==> src/rtl/reg_wr_arbiter.sv <==
// Round-robin write arbiter feeding one shared register load port.
// A guard window of HOLD_CYC cycles follows every accepted write.
module reg_wr_arbiter #(
   parameter int WIDTH    = 32,
   parameter int N_REQ    = 4,
   parameter int HOLD_CYC = 2,
   parameter int CNT_W    = 16
) (
   input  logic                       clk,
   input  logic                       rst_n,
   input  logic [N_REQ-1:0]           req_valid,
   input  logic [N_REQ*WIDTH-1:0]     req_data,
   output logic [N_REQ-1:0]           req_ready,
   output logic                       reg_load_en,
   output logic [WIDTH-1:0]           reg_data,
   output logic [$clog2(N_REQ)-1:0]   grant_id,
   output logic                       busy,
   output logic [CNT_W-1:0]           wr_cnt
);

   localparam int ID_W = $clog2(N_REQ);

   typedef enum logic {
      IDLE,
      HOLD
   } state_e;

   state_e           state_q, state_d;
   logic [ID_W-1:0]  rr_ptr_q, rr_ptr_d;
   logic             load_en_q, load_en_d;
   logic [WIDTH-1:0] data_q, data_d;
   logic [ID_W-1:0]  grant_q, grant_d;
   logic             busy_q, busy_d;
   logic [CNT_W-1:0] cnt_q, cnt_d;
   logic [7:0]       hold_q, hold_d;

   logic             win_found;
   logic [ID_W-1:0]  win_idx;
   logic [ID_W:0]    cand;

   // Rotating priority search starting at rr_ptr, wrapping modulo N_REQ.
   always_comb begin
      win_found = 1'b0;
      win_idx   = '0;
      cand      = '0;
      if (state_q == IDLE) begin
         for (int k = 0; k < N_REQ; k++) begin
            cand = {1'b0, rr_ptr_q} + (ID_W+1)'(k);
            if (cand >= (ID_W+1)'(N_REQ)) begin
               cand = cand - (ID_W+1)'(N_REQ);
            end
            if (!win_found && req_valid[cand[ID_W-1:0]]) begin
               win_found = 1'b1;
               win_idx   = cand[ID_W-1:0];
            end
         end
      end
   end

   always_comb begin
      req_ready = '0;
      if (win_found) begin
         req_ready[win_idx] = 1'b1;
      end
   end

   always_comb begin
      state_d   = state_q;
      rr_ptr_d  = rr_ptr_q;
      load_en_d = 1'b0;
      data_d    = data_q;
      grant_d   = grant_q;
      cnt_d     = cnt_q;
      hold_d    = hold_q;
      unique case (state_q)
         IDLE: begin
            if (win_found) begin
               load_en_d = 1'b1;
               data_d    = req_data[win_idx*WIDTH +: WIDTH];
               grant_d   = win_idx;
               cnt_d     = cnt_q + 1'b1;
               if (win_idx == ID_W'(N_REQ-1)) begin
                  rr_ptr_d = '0;
               end else begin
                  rr_ptr_d = win_idx + 1'b1;
               end
               if (HOLD_CYC > 0) begin
                  state_d = HOLD;
                  hold_d  = 8'(HOLD_CYC);
               end
            end
         end
         HOLD: begin
            if (hold_q <= 8'd1) begin
               state_d = IDLE;
               hold_d  = '0;
            end else begin
               hold_d  = hold_q - 8'd1;
            end
         end
         default: state_d = IDLE;
      endcase
      busy_d = (state_d == HOLD);
   end

   always_ff @(posedge clk or negedge rst_n) begin
      if (!rst_n) begin
         state_q   <= IDLE;
         rr_ptr_q  <= '0;
         load_en_q <= 1'b0;
         data_q    <= '0;
         grant_q   <= '0;
         busy_q    <= 1'b0;
         cnt_q     <= '0;
         hold_q    <= '0;
      end else begin
         state_q   <= state_d;
         rr_ptr_q  <= rr_ptr_d;
         load_en_q <= load_en_d;
         data_q    <= data_d;
         grant_q   <= grant_d;
         busy_q    <= busy_d;
         cnt_q     <= cnt_d;
         hold_q    <= hold_d;
      end
   end

   assign reg_load_en = load_en_q;
   assign reg_data    = data_q;
   assign grant_id    = grant_q;
   assign busy        = busy_q;
   assign wr_cnt      = cnt_q;

endmodule
==> config.mk <==
export PLATFORM = sky130hd
export DESIGN_NAME = reg_wr_arbiter
export DESIGN_NICKNAME = d
export VERILOG_FILES = /design/src/rtl/reg_wr_arbiter.sv
export SDC_FILE = /design/constraint.sdc
export NUM_CORES = 1
export LEC_CHECK = 0
export BUFFER_PORTS_ARGS = -buffer_cell sky130_fd_sc_hd__buf_2
export CORE_MARGIN = 5
export CORE_UTILIZATION = 29
export CTS_CLUSTER_SIZE = 25
export DETAILED_ROUTE_END_ITERATION = 7
export GPL_ROUTABILITY_DRIVEN = 0
export HOLD_SLACK_MARGIN = 0.06
export SLEW_MARGIN = 0
export SYNTH_ARGS = -nofsm -noshare
export SYNTH_HDL_FRONTEND = slang
export SYNTH_SLANG_ARGS = --single-unit
export TNS_END_PERCENT = 1
==> constraint.sdc <==
create_clock -name clk -period 4.1 [get_ports clk]
set_clock_uncertainty 0.2 [all_clocks]
set_input_delay 0.41 -clock clk [delete_from_list [all_inputs] [get_ports clk]]
set_output_delay 0.41 -clock clk [all_outputs]
set_load 0.005 [all_outputs]
# Yosys cells after proc, flatten, opt, wreduce, memory -nomap -nowiden
# Index checks and enable logic that the tools add are counted.
# Widths: inputs -> output; s select.
# classes
n_eq_ne	2
magnitude_cmp	11
reduce_logical	8
shift	1
mux	40
bitwise	1
addsub	10
# op_table
operator	count
$shiftx 128x8->32	1
$mux 2	14
$add 16x1->16 const B	1
$mux 1	16
$mux 8	2
$pmux 8 s2	1
$lt 2x3->1 const B	5
$ge 3x3->1 const B	3
$bmux 1 s2	4
$le 8x1->1 const B	1
$sub 2x1->2 const B	4
$sub 8x1->8 const B	1
$add 2x2->3 const B	2
$logic_and 1x1->1	4
$mux 4	1
$add 2x1->3 const B	1
$ge 2x3->1 const B	1
$logic_not 1->1	3
$add 2x1->2 const B	1
$demux 1 s2	1
$eq 2x2->1 const B	1
$ge 2x1->1 const B	1
$ne 2x2->1 const B	1
$pmux 1 s2	1
other kinds (2)	2
# totals
ff_bits	62
out_inout_bits	56

# Longest topological paths before layout
# Gate-level depths: netlist of the first run.
# depth
depth_word	24
mapped_depth	8
mapped_depth_nobuf	7

# Worst setup path before layout of the first run
# OpenSTA, ideal clock, no wires.
# synth_path
path_type	register to output
start	register rr_ptr_q[1]
end	output req_ready[3]
path_stages_with_launch	8
t_arrival_ns	1.753
slack_ns	1.737
path_cell_list	dfrtp_1 -> nand2b_1 -> a2111oi_0 -> a31oi_2 -> clkbuf_1 -> inv_1 -> ha_1 -> and2_1
# synth_via
elab_chain_len	24
elab_cells_between_ends	52
classes_between	add/sub: 7; order compare: 6; mux: 32; reduce/logical: 7
# synth_rtl
item	line_no	source
start: declaration	29	logic [ID_W-1:0] rr_ptr_q, rr_ptr_d;
start signal: assignment	118	rr_ptr_q <= rr_ptr_d;
$ge 2x3->1 / $sub 2x1->2 (equally long branches)	49, 50	
$mux 2	49	if (cand >= (ID_W+1)'(N_REQ)) begin
$mux 2	46	if (state_q == IDLE) begin
$bmux 1 s2	52	if (!win_found && req_valid[cand[ID_W-1:0]]) begin
$mux 1 (not written as such)	52	
$mux 1	52	
$mux 1	46	
$logic_not 1->1	52	
(+9 left out)	--	
$mux 2 (*)	52	
$mux 2 (*)	46	
via win_idx[1]	38	logic [ID_W-1:0] win_idx;
$lt 2x3->1 (not written as such) / $ge 2x1->1 (equally long branches)	63	req_ready[win_idx] = 1'b1;
$logic_and 1x1->1 (not written as such)	63	
$mux 1 (not written as such)	63	
$demux 1 s2 (*)	63	
$mux 4 (*)	62	if (win_found) begin
end: declaration	13	output logic [N_REQ-1:0] req_ready,
# Mark *: on every way through the listed nets, which the timed path passes. The rest lies on a longest branch. The select of a mux whose other input is x is not followed.

# Worst setup path in the final report of the first run
# layout_path
start	register rr_ptr_q[1]
end	output req_ready[1]
# layout_via
elab_chain_len	24
elab_cells_between_ends	52
classes_between	add/sub: 7; order compare: 6; mux: 32; reduce/logical: 7
# layout_rtl
item	line_no
$ge 2x3->1 / $sub 2x1->2 (equally long branches)	49, 50
$mux 2	49
$mux 2	46
$bmux 1 s2	52
$mux 1 (not written as such)	52
$mux 1	52
$mux 1	46
$logic_not 1->1	52
(+8 left out)	--
$logic_and 1x1->1	52
$mux 2	52
$mux 2	46
$lt 2x3->1 (not written as such) / $ge 2x1->1 (equally long branches)	63
$logic_and 1x1->1 (not written as such)	63
$mux 1 (not written as such)	63
$demux 1 s2	63
$mux 4 (*)	62
# Every way passes the cells marked *; elsewhere a longest branch is shown, timed or not. The select of a mux whose other input is x is not followed.

==> results of run 1 <==
## power by group
group	internal, mW	switching [mW]	leakage, nW
sequential	0.654	0.0255	0.732
clock	0.552	0.278	0.159
combinational	0.140	0.125	1.82
total	1.35	0.429	2.71
## layout by cell type (no fill, tap or decap), types with 2 or more instances in the layout
master and count:
nand3_1 2, nor3_1 2, bufinv_16 2, ha_1 7, nand2_1 55, a21oi_1 6, o221ai_1 32, o21ai_0 5
and2_1 4, xor2_1 4, xnor2_1 11, buf_4 6, nor2_1 13, mux2i_1 64, inv_1 8, or4_1 4
clkinv_4 2, nand4_1 3, o21bai_1 2, a21o_1 5, clkbuf_16 9, nand2b_1 5, buf_2 189, o21ai_1 2
dfrtp_1 62
## worst max-delay path: stages (launching register included)
cell and delay, ns:
dfrtp_1 0.45, nand2b_1 0.19, a2111oi_0 0.70, a31oi_4 0.35, ha_1 0.37, and2_1 0.14
buf_2 0.12
## metal layers
metal / share of wire (%) / global-route usage [%] / up-vias
li1: - / - / 1588
met5: 0.11 / 0 / -
met3: 5.5 / 3.276 / 15
met2: 52 / 26.10 / 111
met4: 1.5 / 4.562 / 2
met1: 41 / 17.47 / 1550
## stage by stage
stage / setup WS, ns / total power [mW]
floorplan: 1.737 / 0.8075
global placement: 1.043 / 0.9527
detailed placement: 0.9199 / 0.9595
CTS: 0.8177 / 1.806
global route: 0.6293 / 1.860
finish: 0.8464 / 1.775
## cell families after synthesis
kind of cell	Yosys count	synth area share [%]
buf+inv	29	3.939
xor+xnor	15	3.795
mux	64	18.50
flops	62	44.81
fa+ha+maj	7	2.530
compound gates	57	12.97
simple gates	99	13.44
## path summary, 6_finish.rpt
path | depth (start not counted) | endpoint | slack, ns | start
worst max-delay path | 6 | req_ready[1] | 0.85 | rr_ptr_q[1]$_DFFE_PN0P_
worst min-delay path | 3 | reg_data[31]$_DFFE_PN0P_ | 0.21 | req_data[63]
worst max register to register | 6 | reg_data[14]$_DFFE_PN0P_ | 0.93 | rr_ptr_q[1]$_DFFE_PN0P_
worst min register to register | 1 | wr_cnt[15]$_DFFE_PN0P_ | 0.27 | wr_cnt[15]$_DFFE_PN0P_
max in group asynchronous | 3 | reg_data[10]$_DFFE_PN0P_ | 2.34 | rst_n
min in group asynchronous | 2 | reg_load_en$_DFF_PN0_ | 0.44 | rst_n
## cell type report
class | count | area, um2
Fill cell | 1154 | 6969
Multi-Input combinational cell | 242 | 1785
Sequential cell | 62 | 1551
Timing Repair Buffer | 196 | 1001
Clock buffer | 10 | 239.0
Tap cell | 147 | 183.9
Clock inverter | 6 | 93.84
Inverter | 10 | 37.54
## repair_timing
| item | 4_1_cts | 5_1_grt |
|---|---|---|
| hold endpoints to repair | 26 | 0 |
| setup buffers | 0 | 0 |
| hold buffers | 1 | 0 |
## state kept, by name (all words and copies together) (netlist names)
register / cells
reg_data: 32
wr_cnt: 16
hold_q: 8
grant_id: 2
rr_ptr_q: 2
busy: 1
reg_load_en: 1
==> results.yml, run 1 <==
floorplanning:
  ios: 190
  initial_core_util_pct: 29.19
  core_um2: 11860
  die-area_um2: 14220
  fp.dieH_um: 119.3
  rows: 40
  die_w_um: 119.3
flow_run:
  drv_cap: 0
clock_tree:
  cts_made_buffers: 9
  htree_levels: 3
  cts_sinks: 62
  insertion_delay_ns: 0.32
  clock_path_buffers: 2
  root_buffer: "clkbuf_16"
  cts_tree: "built"
  ctsResizeCount: 0
  clk_pin_slew_worst_paths_ns: 0.06
logic_synthesis:
  synth_top_area_cell: "dfrtp_1"
  netlist_top_cells_area: "dfrtp_1 45%, mux2i_1 19%, o221ai_1 8.1%"
  ys.flop_type: "dfrtp_1"
  synth_cells: 333
  avgSynthCellArea_um2: 10.40
  yosysWarnings: 0
  synth_common_cells: "64 x mux2i_1, 62 x dfrtp_1, 56 x nand2_1"
  synthArstFlopShare_pct: 100.0
  ys_ff_latch: 62
  synth_edf_count: 0
  synth.most_common_cell: "mux2i_1"
  yosysSeqAreaShare_pct: 44.81
  synth_top_area_share_pct: 44.81
  syn-num-nets: 474
  synthDistinctLibCells: 40
  synth_area_um2: 3462
timing:
  final-setup-viol-count: 0
  holdWs_ns: 0.2113
  fmaxAchievable_ghz: 0.3074
  tightest_slew_ns: 1.098
  rsz0062_at_grt: "false"
  min_period_over_period_pct: 79.36
  hold_violations: 0
  max_slew_margin_pct: 26.82
  finalSetupTns_ns: 0
  final-max-slew-violation-count: 0
  period_needed_ns: 3.254
grt:
  grt_pass1_wl_um: 17110
  overflow: 0
  grt_max_degree: 38
  grt.total_usage_pct: 14.66
  grt_pass1_vias: 3519
  antenna_found_initial: 1
critical_path:
  criticalPathCategory: "reg2out"
  required_ns: 3.49
  cp.arrival_ns: 2.64
  cp_max_fo: 37
  end_kind: "primary output"
  cp-start-kind: "flip-flop"
final_layout:
  final_core_util_pct: 41.24
  final_area_um2: 4892
  stdcell_count: 673
  antenna_cells_inserted: 0
  drive_above_1_share_pct: 41.63
  area_growth_pct: 41.31
  final_nets: 662
route:
  vias_per_cell: 4.853
  drc: 0
  drt-initial-drc-count: 140
  routedWlPerCell_um: 15.56
  drtPass1Iterations: 4
  drtAntennaViolNets: 0
  vias: 3266
  routed_wl_um: 10470
placement:
  dp_cells: 656
  portBuffers: 189
  dp_hpwl_um: 7975
  dpl_cell_area_um2: 4549
hold_path:
  min_path_type: "in2reg"
power:
  p_leak_nw: 2.708
  vdd_drop_max_mv: 0.2144
  power.density_nw_per_um2: 362.8
status:
  status: "completed"
Note: power is estimated with default switching activity, not from simulation.
==> run 2: changes to the inputs <==
- ABC_AREA: unset -> 1
- clock period: 4.1 -> 3 ns (I/O delays scaled with it)
==> run 2 against run 1 <==
Compared with the run above:
- design area is 26% higher
- routed wire length is 34% higher
- sequential power is 23% higher
- total power is 19% higher
- area after synthesis is 29% higher
- worst setup slack worse by 0.68 ns
- critical path type unchanged
- largest power group unchanged
- highest routed layer is now met4
==> results.yml, run 2 <==
status:
  status: "completed"
critical_path:
  end_kind: "primary output"
  required_ns: 2.50
  worst-r2r-cell-count: 12
  r2r_end: "reg_data[27]$_DFFE_PN0P_"
  cp_max_fo: 24
  cp.arrival_ns: 2.33
  criticalPathCategory: "reg2out"
  reg2reg_from: "rr_ptr_q[0]$_DFFE_PN0P_"
  r2r_slack_ns: 0.55
  cp-start-kind: "flip-flop"
logic_synthesis:
  synth_top_family_by_area: "simple AND/OR/NAND/NOR gates"
  ys.flop_type: "dfrtp_1"
  synth_area_um2: 4449
  synth_top_area_share_pct: 34.87
  synth_cells: 648
  synth.area.mux_share_pct: 0
  synth_common_cells: "229 x nand2_1, 115 x inv_1, 62 x dfrtp_1"
  synth_simple_gate_area_share_pct: 37.82
  avgSynthCellArea_um2: 6.866
  synthAdderAreaFrac_pct: 1.969
  yosysSeqAreaShare_pct: 34.87
  synthArstFlopShare_pct: 100.0
  ys_ff_latch: 62
  syn-num-nets: 789
  synth.most_common_cell: "nand2_1"
  synth_top_area_cell: "dfrtp_1"
  yosysWarnings: 0
  netlist_top_cells_area: "dfrtp_1 35%, nand2_1 19%, inv_1 9.7%"
  synth_edf_count: 0
  synth-xor-area-share_pct: 3.543
  synth_compound_area_share_pct: 7.143
  synthDistinctLibCells: 37
route:
  vias_per_cell: 4.462
  drc: 0
  routedWlPerCell_um: 13.45
  vias: 4658
  drtPass1Iterations: 4
  drtAntennaViolNets: 0
  drt-initial-drc-count: 162
  routed_wl_um: 14040
grt:
  grt.total_usage_pct: 15.64
  grt_pass1_wl_um: 22800
  grt_util_met2_pct: 25.74
  met3_usage_pct: 4.801
  grt_pass1_vias: 4677
  grt_max_degree: 49
  overflow: 0
  antenna_found_initial: 0
  gr-usage-met1_pct: 19.91
  busiest_layer: "met2"
clock_tree:
  cts_tree: "built"
  insertion_delay_ns: 0.33
  htree_levels: 3
  clk_pin_slew_worst_paths_ns: 0.05
  root_buffer: "clkbuf_16"
  clock_path_buffers: 2
  cts_sinks: 62
  cts_made_buffers: 9
final_layout:
  final_nets: 992
  regArea_um2: 1553
  final_core_util_pct: 40.57
  final_area_um2: 6145
  drive_above_1_share_pct: 30.37
  layout_commonest_cell: "nand2_1"
  area_growth_pct: 38.10
  mostFrequentLayoutCells: "229 x nand2_1, 189 x buf_2, 112 x inv_1"
  antenna_cells_inserted: 0
  largest_reg_flops: 32
  multi_input_area_um2: 2265
  fillers: 1632
timing:
  final-max-slew-violation-count: 0
  final-setup-viol-count: 0
  max_slew_margin_pct: 50.31
  min_period_over_period_pct: 94.44
  hold_violations: 0
  rsz0062_at_grt: "true"
  tightest_slew_ns: 0.7454
  period_needed_ns: 2.833
  fmaxAchievable_ghz: 0.3530
floorplanning:
  die_w_um: 133.9
  fp.dieH_um: 133.9
  die-area_um2: 17920
  initial_core_util_pct: 29.38
  ios: 190
  core_um2: 15150
  rows: 45
placement:
  dp_hpwl_um: 10190
  dpl_cell_area_um2: 5525
  portBuffers: 189
power:
  power.density_nw_per_um2: 344.0
  vdd_drop_max_mv: 0.2682
  p_leak_nw: 3.693
flow_run:
  drv_cap: 0
hold_path:
  holdPathEnd: "reg_data[23]$_DFFE_PN0P_"
  min_from: "req_data[119]"
  min_path_type: "in2reg"
  hold_depth: 3
[run 2: layout make-up]
cell class,count,area share (%)
Multi-Input combinational cell,436,36.86
Sequential cell,62,25.27
Timing Repair Buffer,223,21.54
Inverter,119,7.575
Clock buffer,13,4.235
Tap cell,188,3.828
Clock inverter,3,0.6923
[run 2: critical path: stages (launching register included)]
cell     delay (ns)
dfrtp_2        0.48
buf_4          0.15
nand2_2        0.06
nand3_2        0.09
nand2_2        0.08
nor2_4         0.16
nand3_4        0.10
nand2_4        0.08
nand3_4        0.13
buf_16         0.21
ha_1           0.20
inv_1          0.08
nor2_1         0.05
buf_2          0.13
[run 2: power breakdown]
part,switching (mW),internal [mW]
sequential,0,0.837
clock,0.374,0.688
combinational,0.104,0.112
total,0.477,1.64
[run 2: cell families (layout without fill, tap and decap cells)]
kind of cell | count (synthesis) | after routing
XOR/XNOR | 18 | 18
adder cells (fa/ha/maj) | 7 | 7
buffers and inverters | 150 | 358
AND/OR/NAND/NOR | 373 | 373
flip-flops | 62 | 62
AO/OA/AOI/OAI | 38 | 38
[run 2: per-stage QoR]
stage / power (mW) / hold slack [ns] / cells / setup TNS [ns] / setup WS, ns
6_report: 2.114 / 0.06278 / 1044 / 0 / 0.1668
5_1_grt: 2.218 / 0.07302 / 1044 / -0.01629 / -0.01629
4_1_cts: 2.146 / 0.06001 / 1040 / 0 / 0.007837
3_5_place_dp: 1.049 / 0.2192 / 1004 / 0 / 0.1512
3_3_place_gp: 1.049 / 0.2215 / 1004 / 0 / 0.1715
2_1_floorplan: 0.9278 / -0.1956 / 648 / 0 / 0.6715
[run 2: worst max path at each step]
stage	start	to	slack (ns)	cells past startpoint
final	rr_ptr_q[0]$_DFFE_PN0P_	req_ready[0]	0.17	13
after global routing	rr_ptr_q[0]$_DFFE_PN0P_	req_ready[0]	-0.02	13
after CTS	rr_ptr_q[0]$_DFFE_PN0P_	req_ready[1]	0.008	14
after detailed placement	rr_ptr_q[0]$_DFFE_PN0P_	req_ready[2]	0.15	14
after global placement	rr_ptr_q[0]$_DFFE_PN0P_	req_ready[1]	0.17	14
after floorplan	rr_ptr_q[0]$_DFFE_PN0P_	req_ready[2]	0.67	14
[run 2: repair_timing]
action                                 in CTS  in global routing
pin swaps                                   0                  1
hold buffers                               19                  0
resized for setup                           6                  8
setup endpoints to repair                   4                  4
gates cloned                                1                  1
endpoints found under the hold margin      47                  0
buffers inserted                            0                  3
[run 2: metal layers]
layer	vias to the layer above	share of wire (%)
met1	2062	45
met3	9	7.3
li1	2432	-
met2	155	47
met5	-	0
met4	0	0.90
